===== src/rtl/vp_pkg.sv =====
// Shared definitions for the vector processor and the shader pipeline that drives it:
// opcodes, fixed-point constants, FSM encoding and lane helpers.
package vp_pkg;

  localparam int LANE_W    = 16;
  localparam int NUM_LANES = 4;

  localparam logic [LANE_W-1:0] FP_ONE    = 16'h0100;
  localparam int                FRAC_BITS = $clog2(FP_ONE);

  localparam logic [3:0] OP_ADD    = 4'd0;
  localparam logic [3:0] OP_SUB    = 4'd1;
  localparam logic [3:0] OP_MUL    = 4'd2;
  localparam logic [3:0] OP_DOT    = 4'd3;
  localparam logic [3:0] OP_SCALE  = 4'd4;
  localparam logic [3:0] OP_LENGTH = 4'd5;

  typedef enum logic [2:0] {
    ST_IDLE,
    ST_EXEC,
    ST_LANE,
    ST_SQRT,
    ST_FINISH
  } vp_state_e;

  function automatic logic [LANE_W-1:0] lane_get(input logic [LANE_W*NUM_LANES-1:0] v,
                                                 input logic [1:0] idx);
    return v[idx*LANE_W +: LANE_W];
  endfunction

  // Ops that finish in the single EXEC cycle; illegal opcodes take this path too.
  function automatic logic op_is_single(input logic [3:0] op);
    return (op == OP_ADD) || (op == OP_SUB) || (op > OP_LENGTH);
  endfunction

endpackage


===== src/rtl/vp_if.sv =====
// Shader-to-vector-processor request/response bundle.
interface vp_if #(
  parameter int DATA_WIDTH   = 16,
  parameter int VECTOR_WIDTH = 4
);
  logic                               start;
  logic [3:0]                         operation;
  logic [DATA_WIDTH*VECTOR_WIDTH-1:0] vec_a;
  logic [DATA_WIDTH*VECTOR_WIDTH-1:0] vec_b;
  logic [DATA_WIDTH-1:0]              scalar;
  logic                               busy;
  logic                               done;
  logic [DATA_WIDTH*VECTOR_WIDTH-1:0] result;
  logic                               result_valid;

  modport master (
    output start, operation, vec_a, vec_b, scalar,
    input  busy, done, result, result_valid
  );

  modport slave (
    input  start, operation, vec_a, vec_b, scalar,
    output busy, done, result, result_valid
  );
endinterface


===== src/rtl/vp_isqrt.sv =====
// Restoring bit-serial integer square root: one root bit per cycle, the first
// bit resolved on the start edge itself so the root is ready ITERS cycles later.
module vp_isqrt #(
  parameter int ITERS = 17
) (
  input  logic               clk,
  input  logic               rst_n,
  input  logic               i_start,
  input  logic [2*ITERS-1:0] i_radicand,
  output logic               o_done,
  output logic [ITERS-1:0]   o_root
);

  localparam int RAD_W = 2 * ITERS;
  localparam int REM_W = ITERS + 3;
  localparam int CNT_W = $clog2(ITERS + 1);

  logic [RAD_W-1:0] r_rad;
  logic [REM_W-1:0] r_rem;
  logic [ITERS-1:0] r_root;
  logic [CNT_W-1:0] r_cnt;
  logic             r_done;

  logic [RAD_W-1:0] w_rad_cur;
  logic [REM_W-1:0] w_rem_cur;
  logic [REM_W-1:0] w_shift;
  logic [REM_W-1:0] w_trial;
  logic [REM_W-1:0] w_rem_nx;
  logic [ITERS-1:0] w_root_cur;
  logic [ITERS-1:0] w_root_nx;
  logic             w_step;

  assign w_step = i_start | (r_cnt != '0);

  always_comb begin
    w_rad_cur  = i_start ? i_radicand : r_rad;
    w_rem_cur  = i_start ? '0 : r_rem;
    w_root_cur = i_start ? '0 : r_root;
    w_shift    = (w_rem_cur << 2) | REM_W'(w_rad_cur[RAD_W-1 -: 2]);
    w_trial    = {1'b0, w_root_cur, 2'b01};
    if (w_shift >= w_trial) begin
      w_rem_nx  = w_shift - w_trial;
      w_root_nx = (w_root_cur << 1) | ITERS'(1);
    end else begin
      w_rem_nx  = w_shift;
      w_root_nx = w_root_cur << 1;
    end
  end

  always_ff @(posedge clk or negedge rst_n) begin
    if (!rst_n) begin
      r_cnt  <= '0;
      r_done <= 1'b0;
    end else begin
      r_done <= !i_start && (r_cnt == CNT_W'(1));
      if (i_start) begin
        r_cnt <= CNT_W'(ITERS - 1);
      end else if (r_cnt != '0) begin
        r_cnt <= r_cnt - CNT_W'(1);
      end
    end
  end

  always_ff @(posedge clk) begin
    if (w_step) begin
      r_rem  <= w_rem_nx;
      r_root <= w_root_nx;
      r_rad  <= w_rad_cur << 2;
    end
  end

  assign o_done = r_done;
  assign o_root = r_root;

endmodule


===== src/rtl/vector_processor.sv =====
// 4-lane 8.8 fixed-point vector engine: one shared 17x17 signed multiplier walked
// across the lanes, plus a bit-serial square root for LENGTH.
module vector_processor
  import vp_pkg::*;
#(
  parameter int DATA_WIDTH   = LANE_W,
  parameter int VECTOR_WIDTH = NUM_LANES,
  parameter int SQRT_ITERS   = 17
) (
  input logic  clk,
  input logic  rst_n,
  vp_if.slave  bus
);

  localparam int VEC_W = DATA_WIDTH * VECTOR_WIDTH;
  localparam int MUL_W = DATA_WIDTH + 1;
  localparam int ACC_W = 2 * MUL_W;
  localparam int IDX_W = $clog2(VECTOR_WIDTH);

  vp_state_e r_state;
  vp_state_e w_next;
  vp_state_e w_go;

  logic                  r_busy;
  logic                  r_done;
  logic [VEC_W-1:0]      r_result;
  logic [3:0]            r_op;
  logic [VEC_W-1:0]      r_a;
  logic [VEC_W-1:0]      r_b;
  logic [DATA_WIDTH-1:0] r_scalar;
  logic [IDX_W-1:0]      r_lane;
  logic signed [ACC_W-1:0] r_acc;
  logic [DATA_WIDTH-1:0] r_work [VECTOR_WIDTH];

  logic                    w_accept;
  logic                    w_last_lane;
  logic [DATA_WIDTH-1:0]   w_a_lane;
  logic [DATA_WIDTH-1:0]   w_b_lane;
  logic signed [MUL_W-1:0] w_mul_a;
  logic signed [MUL_W-1:0] w_mul_b;
  logic signed [ACC_W-1:0] w_mul_a_x;
  logic signed [ACC_W-1:0] w_mul_b_x;
  logic signed [ACC_W-1:0] w_prod;
  logic signed [ACC_W-1:0] w_acc_nx;
  logic [DATA_WIDTH-1:0]   w_lane_u;
  logic [VEC_W-1:0]        w_final;
  logic                    w_sqrt_start;
  logic                    w_sqrt_done;
  logic [SQRT_ITERS-1:0]   w_root;

  function automatic logic [DATA_WIDTH-1:0] sat_u(input logic signed [ACC_W-1:0] p);
    logic signed [ACC_W-1:0] s;
    s = p >>> FRAC_BITS;
    return (|s[ACC_W-1:DATA_WIDTH]) ? {DATA_WIDTH{1'b1}} : s[DATA_WIDTH-1:0];
  endfunction

  function automatic logic [DATA_WIDTH-1:0] sat_s(input logic signed [ACC_W-1:0] p);
    logic signed [ACC_W-1:0]    s;
    logic [ACC_W-DATA_WIDTH:0]  hi;
    s  = p >>> FRAC_BITS;
    hi = s[ACC_W-1:DATA_WIDTH-1];
    if ((&hi) || !(|hi)) return s[DATA_WIDTH-1:0];
    return s[ACC_W-1] ? {1'b1, {(DATA_WIDTH-1){1'b0}}} : {1'b0, {(DATA_WIDTH-1){1'b1}}};
  endfunction

  function automatic logic [DATA_WIDTH-1:0] sat_root(input logic [SQRT_ITERS-1:0] r);
    return (|r[SQRT_ITERS-1:DATA_WIDTH]) ? {DATA_WIDTH{1'b1}} : r[DATA_WIDTH-1:0];
  endfunction

  assign w_accept    = bus.start & ~r_busy;
  assign w_go        = op_is_single(bus.operation) ? ST_EXEC : ST_LANE;
  assign w_last_lane = (r_lane == IDX_W'(VECTOR_WIDTH - 1));
  assign w_a_lane    = r_a[r_lane*DATA_WIDTH +: DATA_WIDTH];
  assign w_b_lane    = r_b[r_lane*DATA_WIDTH +: DATA_WIDTH];

  // Unsigned ops zero-extend into the signed multiplier, signed ops sign-extend.
  always_comb begin
    w_mul_a = '0;
    w_mul_b = '0;
    case (r_op)
      OP_MUL: begin
        w_mul_a = {1'b0, w_a_lane};
        w_mul_b = {1'b0, w_b_lane};
      end
      OP_SCALE: begin
        w_mul_a = {1'b0, w_a_lane};
        w_mul_b = {1'b0, r_scalar};
      end
      OP_DOT: begin
        w_mul_a = {w_a_lane[DATA_WIDTH-1], w_a_lane};
        w_mul_b = {w_b_lane[DATA_WIDTH-1], w_b_lane};
      end
      OP_LENGTH: begin
        w_mul_a = {w_a_lane[DATA_WIDTH-1], w_a_lane};
        w_mul_b = {w_a_lane[DATA_WIDTH-1], w_a_lane};
      end
      default: ;
    endcase
  end

  assign w_mul_a_x = {{(ACC_W-MUL_W){w_mul_a[MUL_W-1]}}, w_mul_a};
  assign w_mul_b_x = {{(ACC_W-MUL_W){w_mul_b[MUL_W-1]}}, w_mul_b};
  assign w_prod    = w_mul_a_x * w_mul_b_x;
  assign w_acc_nx  = r_acc + w_prod;
  assign w_lane_u  = sat_u(w_prod);

  // Final value is formed on the edge that enters FINISH, so the last lane comes straight from the multiplier.
  always_comb begin
    w_final = '0;
    case (r_op)
      OP_ADD: begin
        for (int i = 0; i < VECTOR_WIDTH; i++)
          w_final[i*DATA_WIDTH +: DATA_WIDTH] = r_a[i*DATA_WIDTH +: DATA_WIDTH] + r_b[i*DATA_WIDTH +: DATA_WIDTH];
      end
      OP_SUB: begin
        for (int i = 0; i < VECTOR_WIDTH; i++)
          w_final[i*DATA_WIDTH +: DATA_WIDTH] = r_a[i*DATA_WIDTH +: DATA_WIDTH] - r_b[i*DATA_WIDTH +: DATA_WIDTH];
      end
      OP_MUL, OP_SCALE: begin
        for (int i = 0; i < VECTOR_WIDTH - 1; i++)
          w_final[i*DATA_WIDTH +: DATA_WIDTH] = r_work[i];
        w_final[VEC_W-1 -: DATA_WIDTH] = w_lane_u;
      end
      OP_DOT:    w_final[VEC_W-1 -: DATA_WIDTH] = sat_s(w_acc_nx);
      OP_LENGTH: w_final[VEC_W-1 -: DATA_WIDTH] = sat_root(w_root);
      default:   w_final = '0;
    endcase
  end

  always_comb begin
    w_next = r_state;
    case (r_state)
      ST_IDLE:   if (w_accept) w_next = w_go;
      ST_EXEC:   w_next = ST_FINISH;
      ST_LANE:   if (w_last_lane) w_next = (r_op == OP_LENGTH) ? ST_SQRT : ST_FINISH;
      ST_SQRT:   if (w_sqrt_done) w_next = ST_FINISH;
      ST_FINISH: w_next = w_accept ? w_go : ST_IDLE;
      default:   w_next = ST_IDLE;
    endcase
  end

  always_ff @(posedge clk or negedge rst_n) begin
    if (!rst_n) begin
      r_state  <= ST_IDLE;
      r_busy   <= 1'b0;
      r_done   <= 1'b0;
      r_result <= '0;
      r_lane   <= '0;
    end else begin
      r_state <= w_next;
      r_busy  <= (w_next == ST_EXEC) || (w_next == ST_LANE) || (w_next == ST_SQRT);
      r_done  <= (w_next == ST_FINISH);
      r_lane  <= (r_state == ST_LANE) ? r_lane + IDX_W'(1) : '0;
      if (w_next == ST_FINISH) r_result <= w_final;
    end
  end

  always_ff @(posedge clk) begin
    if (w_accept) begin
      r_op     <= bus.operation;
      r_a      <= bus.vec_a;
      r_b      <= bus.vec_b;
      r_scalar <= bus.scalar;
      r_acc    <= '0;
    end else if (r_state == ST_LANE) begin
      r_acc          <= w_acc_nx;
      r_work[r_lane] <= w_lane_u;
    end
  end

  assign w_sqrt_start = (r_state == ST_LANE) && w_last_lane && (r_op == OP_LENGTH);

  vp_isqrt #(
    .ITERS (SQRT_ITERS)
  ) u_isqrt (
    .clk        (clk),
    .rst_n      (rst_n),
    .i_start    (w_sqrt_start),
    .i_radicand ($unsigned(w_acc_nx)),
    .o_done     (w_sqrt_done),
    .o_root     (w_root)
  );

  assign bus.busy         = r_busy;
  assign bus.done         = r_done;
  assign bus.result_valid = r_done;
  assign bus.result       = r_result;

endmodule


===== src/flat_wrapper.sv =====
// flat-port wrapper written by rule: the top's interface ports become plain ports
module vector_processor_flat import vp_pkg::*;
#(
  parameter int DATA_WIDTH   = LANE_W,
  parameter int VECTOR_WIDTH = NUM_LANES,
  parameter int SQRT_ITERS   = 17
)
  (clk, rst_n, bus_start, bus_operation, bus_vec_a, bus_vec_b, bus_scalar, bus_busy, bus_done, bus_result, bus_result_valid);
  vp_if #(.DATA_WIDTH(DATA_WIDTH), .VECTOR_WIDTH(VECTOR_WIDTH)) bus_i ();
  input logic clk;
  input logic rst_n;
  input wire logic [$bits(bus_i.start)-1:0] bus_start;
  input wire logic [$bits(bus_i.operation)-1:0] bus_operation;
  input wire logic [$bits(bus_i.vec_a)-1:0] bus_vec_a;
  input wire logic [$bits(bus_i.vec_b)-1:0] bus_vec_b;
  input wire logic [$bits(bus_i.scalar)-1:0] bus_scalar;
  output wire logic [$bits(bus_i.busy)-1:0] bus_busy;
  output wire logic [$bits(bus_i.done)-1:0] bus_done;
  output wire logic [$bits(bus_i.result)-1:0] bus_result;
  output wire logic [$bits(bus_i.result_valid)-1:0] bus_result_valid;
  assign bus_i.start = bus_start;
  assign bus_i.operation = bus_operation;
  assign bus_i.vec_a = bus_vec_a;
  assign bus_i.vec_b = bus_vec_b;
  assign bus_i.scalar = bus_scalar;
  assign bus_busy = bus_i.busy;
  assign bus_done = bus_i.done;
  assign bus_result = bus_i.result;
  assign bus_result_valid = bus_i.result_valid;
  vector_processor #(.DATA_WIDTH(DATA_WIDTH), .VECTOR_WIDTH(VECTOR_WIDTH), .SQRT_ITERS(SQRT_ITERS)) u_core (.clk(clk), .rst_n(rst_n), .bus(bus_i));
endmodule

===== config.mk =====
export PLATFORM = sky130hd
export DESIGN_NAME = vector_processor_flat
export DESIGN_NICKNAME = d
export VERILOG_FILES = /design/src/rtl/vp_pkg.sv /design/src/rtl/vp_if.sv /design/src/rtl/vp_isqrt.sv /design/src/rtl/vector_processor.sv /design/src/flat_wrapper.sv
export SDC_FILE = /design/constraint.sdc
export NUM_CORES = 2
export LEC_CHECK = 0
export CAP_MARGIN = 20
export CELL_PAD_IN_SITES_DETAIL_PLACEMENT = 0
export CELL_PAD_IN_SITES_GLOBAL_PLACEMENT = 1
export CORE_ASPECT_RATIO = 1.2
export CORE_MARGIN = 2
export CORE_UTILIZATION = 30
export CTS_BUF_LIST = sky130_fd_sc_hd__clkbuf_4
export DETAILED_ROUTE_END_ITERATION = 7
export MAX_ROUTING_LAYER = met4
export PLACE_DENSITY_LB_ADDON = 0.05
export SLEW_MARGIN = 20
export SYNTH_ARGS = -nofsm -noshare
export SYNTH_HDL_FRONTEND = slang
export SYNTH_SLANG_ARGS = --single-unit

===== constraint.sdc =====
create_clock -name clk -period 25.1 [get_ports clk]
set_input_delay 7.53 -clock clk [delete_from_list [all_inputs] [get_ports clk]]
set_output_delay 7.53 -clock clk [all_outputs]
set_load 0.02 [all_outputs]

-- Word-level counts from Yosys, hierarchy flattened
Memory sizes are Yosys's and may differ from the RTL's.
Index checks and enable logic that the tools add are counted.
- flip-flop bits (word level): 326
- bits in writable memories: 64
- input bits: 151
- logic and storage cells: 103
- memories kept: 1
- add/subtract/negate cells: 12
- multipliers: 1
- $lt $le $gt $ge: 2
- equal/unequal tests: 16
- shifts and indexed selects: 2
- multiplexer cells: 29
- bitwise operators: 4
- reduce and logical (&&, ||, !) cells: 20
- memories (name ; depth ; width ; read ports ; clocked after Yosys merged registers in ; wr ports ; line ; text):
    u_core.r_work ; 4 ; 16 ; 3 ; 0 ; 1 ; vector_processor.sv:33 ; logic [DATA_WIDTH-1:0] r_work [VECTOR_WIDTH];
- operators with widths (operator ; number):
    $pmux 48 s3 ; 1
    $shiftx 64x7->16 ; 2
    $mux 16 ; 5
    $pmux 16 s5 ; 1
    $pmux 17 s4 ; 1
    $add 16x16->16 ; 4
    $sub 16x16->16 ; 4
    $mux 18 ; 2
    $add 34x34->34 ; 1
    $mul 17x17->34 ; 1
    $mux 34 ; 1
    $pmux 17 s2 ; 1
    $ge 20x19->1 ; 1
    $or 20x2->20 ; 1
    $sub 18x18->18 ; 1
    $mux 17 ; 1
    $mux 3 ; 5
    $pmux 3 s5 ; 1
    $eq 3x2->1 const B ; 4
    $reduce_and 11->1 ; 1
    $reduce_or 11->1 ; 1
    $mux 5 ; 2
    $reduce_or 10->1 ; 1
    $eq 4x1->1 const B ; 2
    22 further kinds ; 41

-- Logic depth before layout (Yosys ltp)
- depth after elaboration: 12
- depth in mapped cells: 55

-- Cells and area by module
A second synthesis with hierarchy kept.
- cell total of the unflattened synthesis: 3290
- area, all modules: 32608.8 um^2
- by module, submodules not included (module ; times used ; cells an instance ; area an instance (um^2)):
    vector_processor ; 1 ; 2930 ; 28448.5
    vp_isqrt ; 1 ; 360 ; 4160.2

-- Least setup slack after synthesis
Ideal clock, no wire load.
- path kind: register to register
- start: register u_core.r_lane[0]
- end: register u_core.u_isqrt.r_rem[9], data pin
- library setup time: 0.265 ns
- arrival time: 12.383 ns
- required time: 24.835 ns
- slack: 12.452 ns
- cell stages (with the launch flop): 49
- buffers on the path: 4
- path through: dfrtp_1 > clkbuf_1 > buf_1 > clkbuf_1 > mux4_2 > a21oi_1 > clkbuf_1 > nor2_1 > fa_1 > inv_1 > fa_1 > fa_1 > inv_1 > fa_1 > fa_1 > inv_1 > fa_1 > inv_1 > (+13 left out) > o211ai_1 > a21bo_2 > nand2_1 > nor2_1 > a21oi_1 > ha_1 > nand2b_1 > a21boi_0 > o21ai_0 > a21o_1 > a21boi_0 > o31ai_1 > a21oi_1 > o21a_1 > nor2_1 > clkinv_1 > and4b_1 > or3_1
- longest elaborated chain between the ends: 8
- elaborated cells on any way between the ends: 16
- RTL lines (element ; line ; text):
    from (decl) ; vector_processor.sv:31 ; logic [IDX_W-1:0] r_lane;
    from (signal assigned) ; vector_processor.sv:153 ; r_lane <= (r_state == ST_LANE) ? r_lane + IDX_W'(1) : '0;
    $shiftx 64x7->16, on equally long branches ; vector_processor.sv:73, vector_processor.sv:74 ;
    $pmux 17 s4 or $pmux 17 s2 (tied branches) ; vector_processor.sv:80 ; case (r_op)
    $mul 17x17->34 ; vector_processor.sv:103 ; assign w_prod = w_mul_a_x * w_mul_b_x;
    $add 34x34->34 ; vector_processor.sv:104 ; assign w_acc_nx = r_acc + w_prod;
    $mux 34 ; vp_isqrt.sv:36 ; w_rad_cur = i_start ? i_radicand : r_rad;
    $or 20x2->20 ; vp_isqrt.sv:39 ; w_shift = (w_rem_cur << 2) | REM_W'(w_rad_cur[RAD_W-1 -: 2]);
    $sub 18x18->18 or $ge 20x19->1 (tied branches) ; vp_isqrt.sv:42, vp_isqrt.sv:41 ;
    $mux 18 * ; vp_isqrt.sv:41 ; if (w_shift >= w_trial) begin
    named net u_core.u_isqrt.w_rem_nx[9] ; vp_isqrt.sv:28 ; logic [REM_W-1:0] w_rem_nx;
    to (signal assigned) ; vp_isqrt.sv:66 ; r_rem <= w_rem_nx;
    to (decl) ; vp_isqrt.sv:19 ; logic [REM_W-1:0] r_rem;
The timed path passes the listed nets; every way through them passes the cells marked *.
A chain may end at the register's enable or synchronous reset.

-- Worst setup path after layout
Same ends and word-level chain as after synthesis.

==> results.md <==
- Outcome: finished, final reports clean
- LEAKAGE: 16.0 nW
- Distinct cells, synth: 87
- Max Freq: 68.4 MHz
- Detailed Routing Iterations Pass 1: 5
- Critical Path Start Type: flop
- DR iter-0 viols: 2127
- Die height: 364 µm
- CP endpoint kind: flop
- IO Port Bufs: 217
- Core region area: 108000 µm²
- Max cap viols: 0
- Skew final: 84.6 ps
- Internal: 0.00103 W
- Largest net degree at the start of global routing: 107
- Wirelength per Cell: 25.7 µm
- Maximum clock insertion buffer count: 3
- Mean Syn Cell Area: 9.67 µm²
- Proportion of layout cells with a drive suffix above 1: 0.0814
- RSZ-0062 raised after global routing: false
- CTS tree: built
- First-pass GRT wire length: 191000 µm
- Mapped Cells: 3349
- CTS sink count: 374
- Post-synth EDFFs: 263
- Fin crit period: 14620 ps
- CTS clk-pin slew, worst paths: 60 ps
- Final hold viol count: 0
- Commonest non-fill, non-tap cell in the layout: inv_1
- Count of hold-fix buffers inserted at cts: 0
- Sw power: 0.000336 W
- I/O pins: 218
- Worst Tran Pin Value: 1190 ps
- Number of buffers created by CTS: 111
- Routability Congestion: 0.875
- Residual DRC count: 0
- Mapped Nets: 4009
- Area grow syn2layout: 16.4%
- Tcrit/Tclk final: 0.582
- Pins Over Slew Limit: 0
- Setup TNS: 0 ps
- CTS Root Cell: clkbuf_4
- Design area: 37700 µm²
- DP Area: 36100 µm²
- Nets: 4252
- Top_reg_cell synth: edfxtp_1
- Sequential share of power: 0.486
- Clk pwr share: 0.472
- DRT Wirelength: 131000 µm
- Path type of the worst setup path: flop to flop
- Gr ovfl total: 0
- PostCTS Resize Cnt: 0
- Clk Latency, worst-skew pair: 1020 ps
- CP peak stage delay: 830 ps
- Vias after detailed routing: 26000
- Most frequent cells in the layout: inv_1, nand2_1, nor2_1
- Initial Util: 0.301
- Post-DP HPWL: 105000 µm
- Via-to-Cell Ratio: 5.10
- Total Die Area: 111000 µm²
- Hold crit path type: flop to flop
- Yosys reg bits: 374
- Data required, critical path: 25810 ps
- Register area share after synthesis: 0.324
- Antenna viol nets, final: 0
- Setup Viol. Count Final: 0
- Worst EP arrival: 15320 ps
- Combinational power share: 0.042
- FILL cells: 11100
- Crit path top cell by count: fa_1
- CTS HTree Levels: 3
- Die width: 304 µm
- Post-CTS Repair Setup Buffers: 0
- Max FO, Critical Path: 21
- YS warnings: 0
- Initial antenna violation count: 18
- Critical Path Slowest Stage Cell: dfrtp_2
- Cell row count: 132
- VDD IR max: 30.3 µV
- Pwr/cell area: 36.2 nW/µm²
- Gr usage total: 0.246
- Slew Limit Headroom: 0.199
- Syn Std Cell Area: 32400 µm²
- Net Sw Frac: 0.247
- Vias in the first global route: 27200
- Post-synth ARST share: 0.206
[critical path: cells and delay by family (launching register included)]
family | cells | cell delay (ps)
adders and majority gates | 9 | 3940
DFF | 1 | 830
xor gates and xnor gates | 1 | 260
AOI/OAI and AO/OA | 19 | 4470
and+or+nand+nor | 10 | 2750
muxes | 1 | 600
buffers and inverters | 7 | 1360
[path summary, 6_finish.rpt]
kind                                       start                       to  slack, ps  depth (start not counted)
worst max-delay path            u_core.r_lane[0]  u_core.u_isqrt.r_rem[9]      10480                         47
worst min-delay path             u_core.r_acc[0]          u_core.r_acc[0]        460                          2
worst max register to register  u_core.r_lane[0]  u_core.u_isqrt.r_rem[9]      10480                         47
worst min register to register   u_core.r_acc[0]          u_core.r_acc[0]        460                          2
max in group asynchronous                  rst_n    u_core.bus.result[48]      17560                          2
min in group asynchronous                  rst_n    u_core.bus.result[10]       6390                          1
[Yosys cell counts (8+ instances only)]
library cell | n | area share
and2_1 | 50 | 0.0097
o21a_1 | 19 | 0.0044
a41oi_1 | 10 | 0.0027
a222oi_1 | 8 | 0.0025
nand4_1 | 11 | 0.0021
o21bai_1 | 12 | 0.0028
mux4_2 | 32 | 0.022
or3_1 | 20 | 0.0039
xor2_1 | 65 | 0.018
buf_1 | 13 | 0.0015
dfrtp_1 | 77 | 0.060
nand2b_1 | 26 | 0.0050
nor4_1 | 17 | 0.0033
a21oi_1 | 167 | 0.026
o21ai_0 | 129 | 0.020
fa_1 | 301 | 0.19
nor3_1 | 46 | 0.0071
clkbuf_1 | 105 | 0.012
or2_2 | 23 | 0.0044
nand3_1 | 42 | 0.0065
inv_1 | 434 | 0.050
a221oi_1 | 32 | 0.0087
nor2b_1 | 26 | 0.0050
o211ai_1 | 13 | 0.0030
o21ai_1 | 12 | 0.0019
dfxtp_1 | 34 | 0.021
o31ai_1 | 20 | 0.0046
a31oi_1 | 26 | 0.0050
and3_1 | 21 | 0.0041
nand2_1 | 404 | 0.047
a211o_1 | 9 | 0.0024
a21o_1 | 48 | 0.011
ha_1 | 208 | 0.080
nor2_1 | 369 | 0.043
xnor2_1 | 114 | 0.031
or2_1 | 9 | 0.0017
edfxtp_1 | 263 | 0.24
a211oi_1 | 16 | 0.0037
[registers in the layout, indices dropped and copies added (netlist names), 2 cells and up]
signal and flops:
u_core.bus.result 64, u_core.r_a 64, u_core.r_b 64, u_core.r_work 48, u_core.r_acc 34, u_core.u_isqrt.r_rad 32
u_core.u_isqrt.r_rem 18, u_core.u_isqrt.o_root 17, u_core.r_scalar 16, u_core.u_isqrt.r_cnt 5, u_core.r_op 4, u_core.r_state 3
u_core.r_lane 2
[power by group through the flow]
stage	clock network (W)	registers, W	logic, W
2_1_floorplan	0	0.000675	0.0000191
6_report	0.000643	0.000663	0.0000575
3_3_place_gp	0	0.000676	0.0000574
3_5_place_dp	0	0.000676	0.0000575
5_1_grt	0.000698	0.000662	0.0000621
4_1_cts	0.000669	0.000662	0.0000583
[through the flow]
stage | util | instances | hold WS (ps) | setup WS (ps) | total power, W
finish | 0.351 | 5104 | 459 | 10480 | 0.00136
global route | 0.350 | 5099 | 483 | 9390 | 0.00142
CTS | 0.350 | 5093 | 465 | 10410 | 0.00139
detailed placement | 0.336 | 4886 | 458 | 10520 | 0.000733
global placement | 0.336 | 4886 | 450 | 10690 | 0.000733
floorplan | - | 3349 | 441 | 12450 | 0.000694
[area by class of cell]
class | count | area [µm²] | area share
antenna | 11 | 27.5 | 0.000730
clock buffer | 166 | 1250 | 0.0331
clock inverter | 41 | 274 | 0.00727
inverter | 436 | 1640 | 0.0436
multi-input combinational | 2418 | 19800 | 0.525
sequential | 374 | 10500 | 0.279
tap | 1407 | 1760 | 0.0467
timing repair buffer | 251 | 2420 | 0.0643
[cells by family (layout without fill, tap and decap cells)]
family / after synthesis / count (layout) / synth area share
other: 0 / 11 / 0
AOI/OAI and AO/OA: 599 / 599 / 0.121
adders and majority gates: 509 / 509 / 0.266
muxes: 41 / 41 / 0.0252
DFF: 374 / 374 / 0.324
and+or+nand+nor: 1089 / 1089 / 0.149
buffers and inverters: 557 / 894 / 0.0648
xor gates and xnor gates: 180 / 180 / 0.0489
[layer usage]
metal,vias to the layer above,part of all wire,wire (µm),global-route usage
met3,155,0.053,6970,0.0316
li1,11900,-,-,-
met5,-,0,0,-
met1,13200,0.44,57700,0.320
met2,855,0.48,63400,0.404
met4,0,0.025,3240,0.0705
Power figures use the tool's default switching activity.
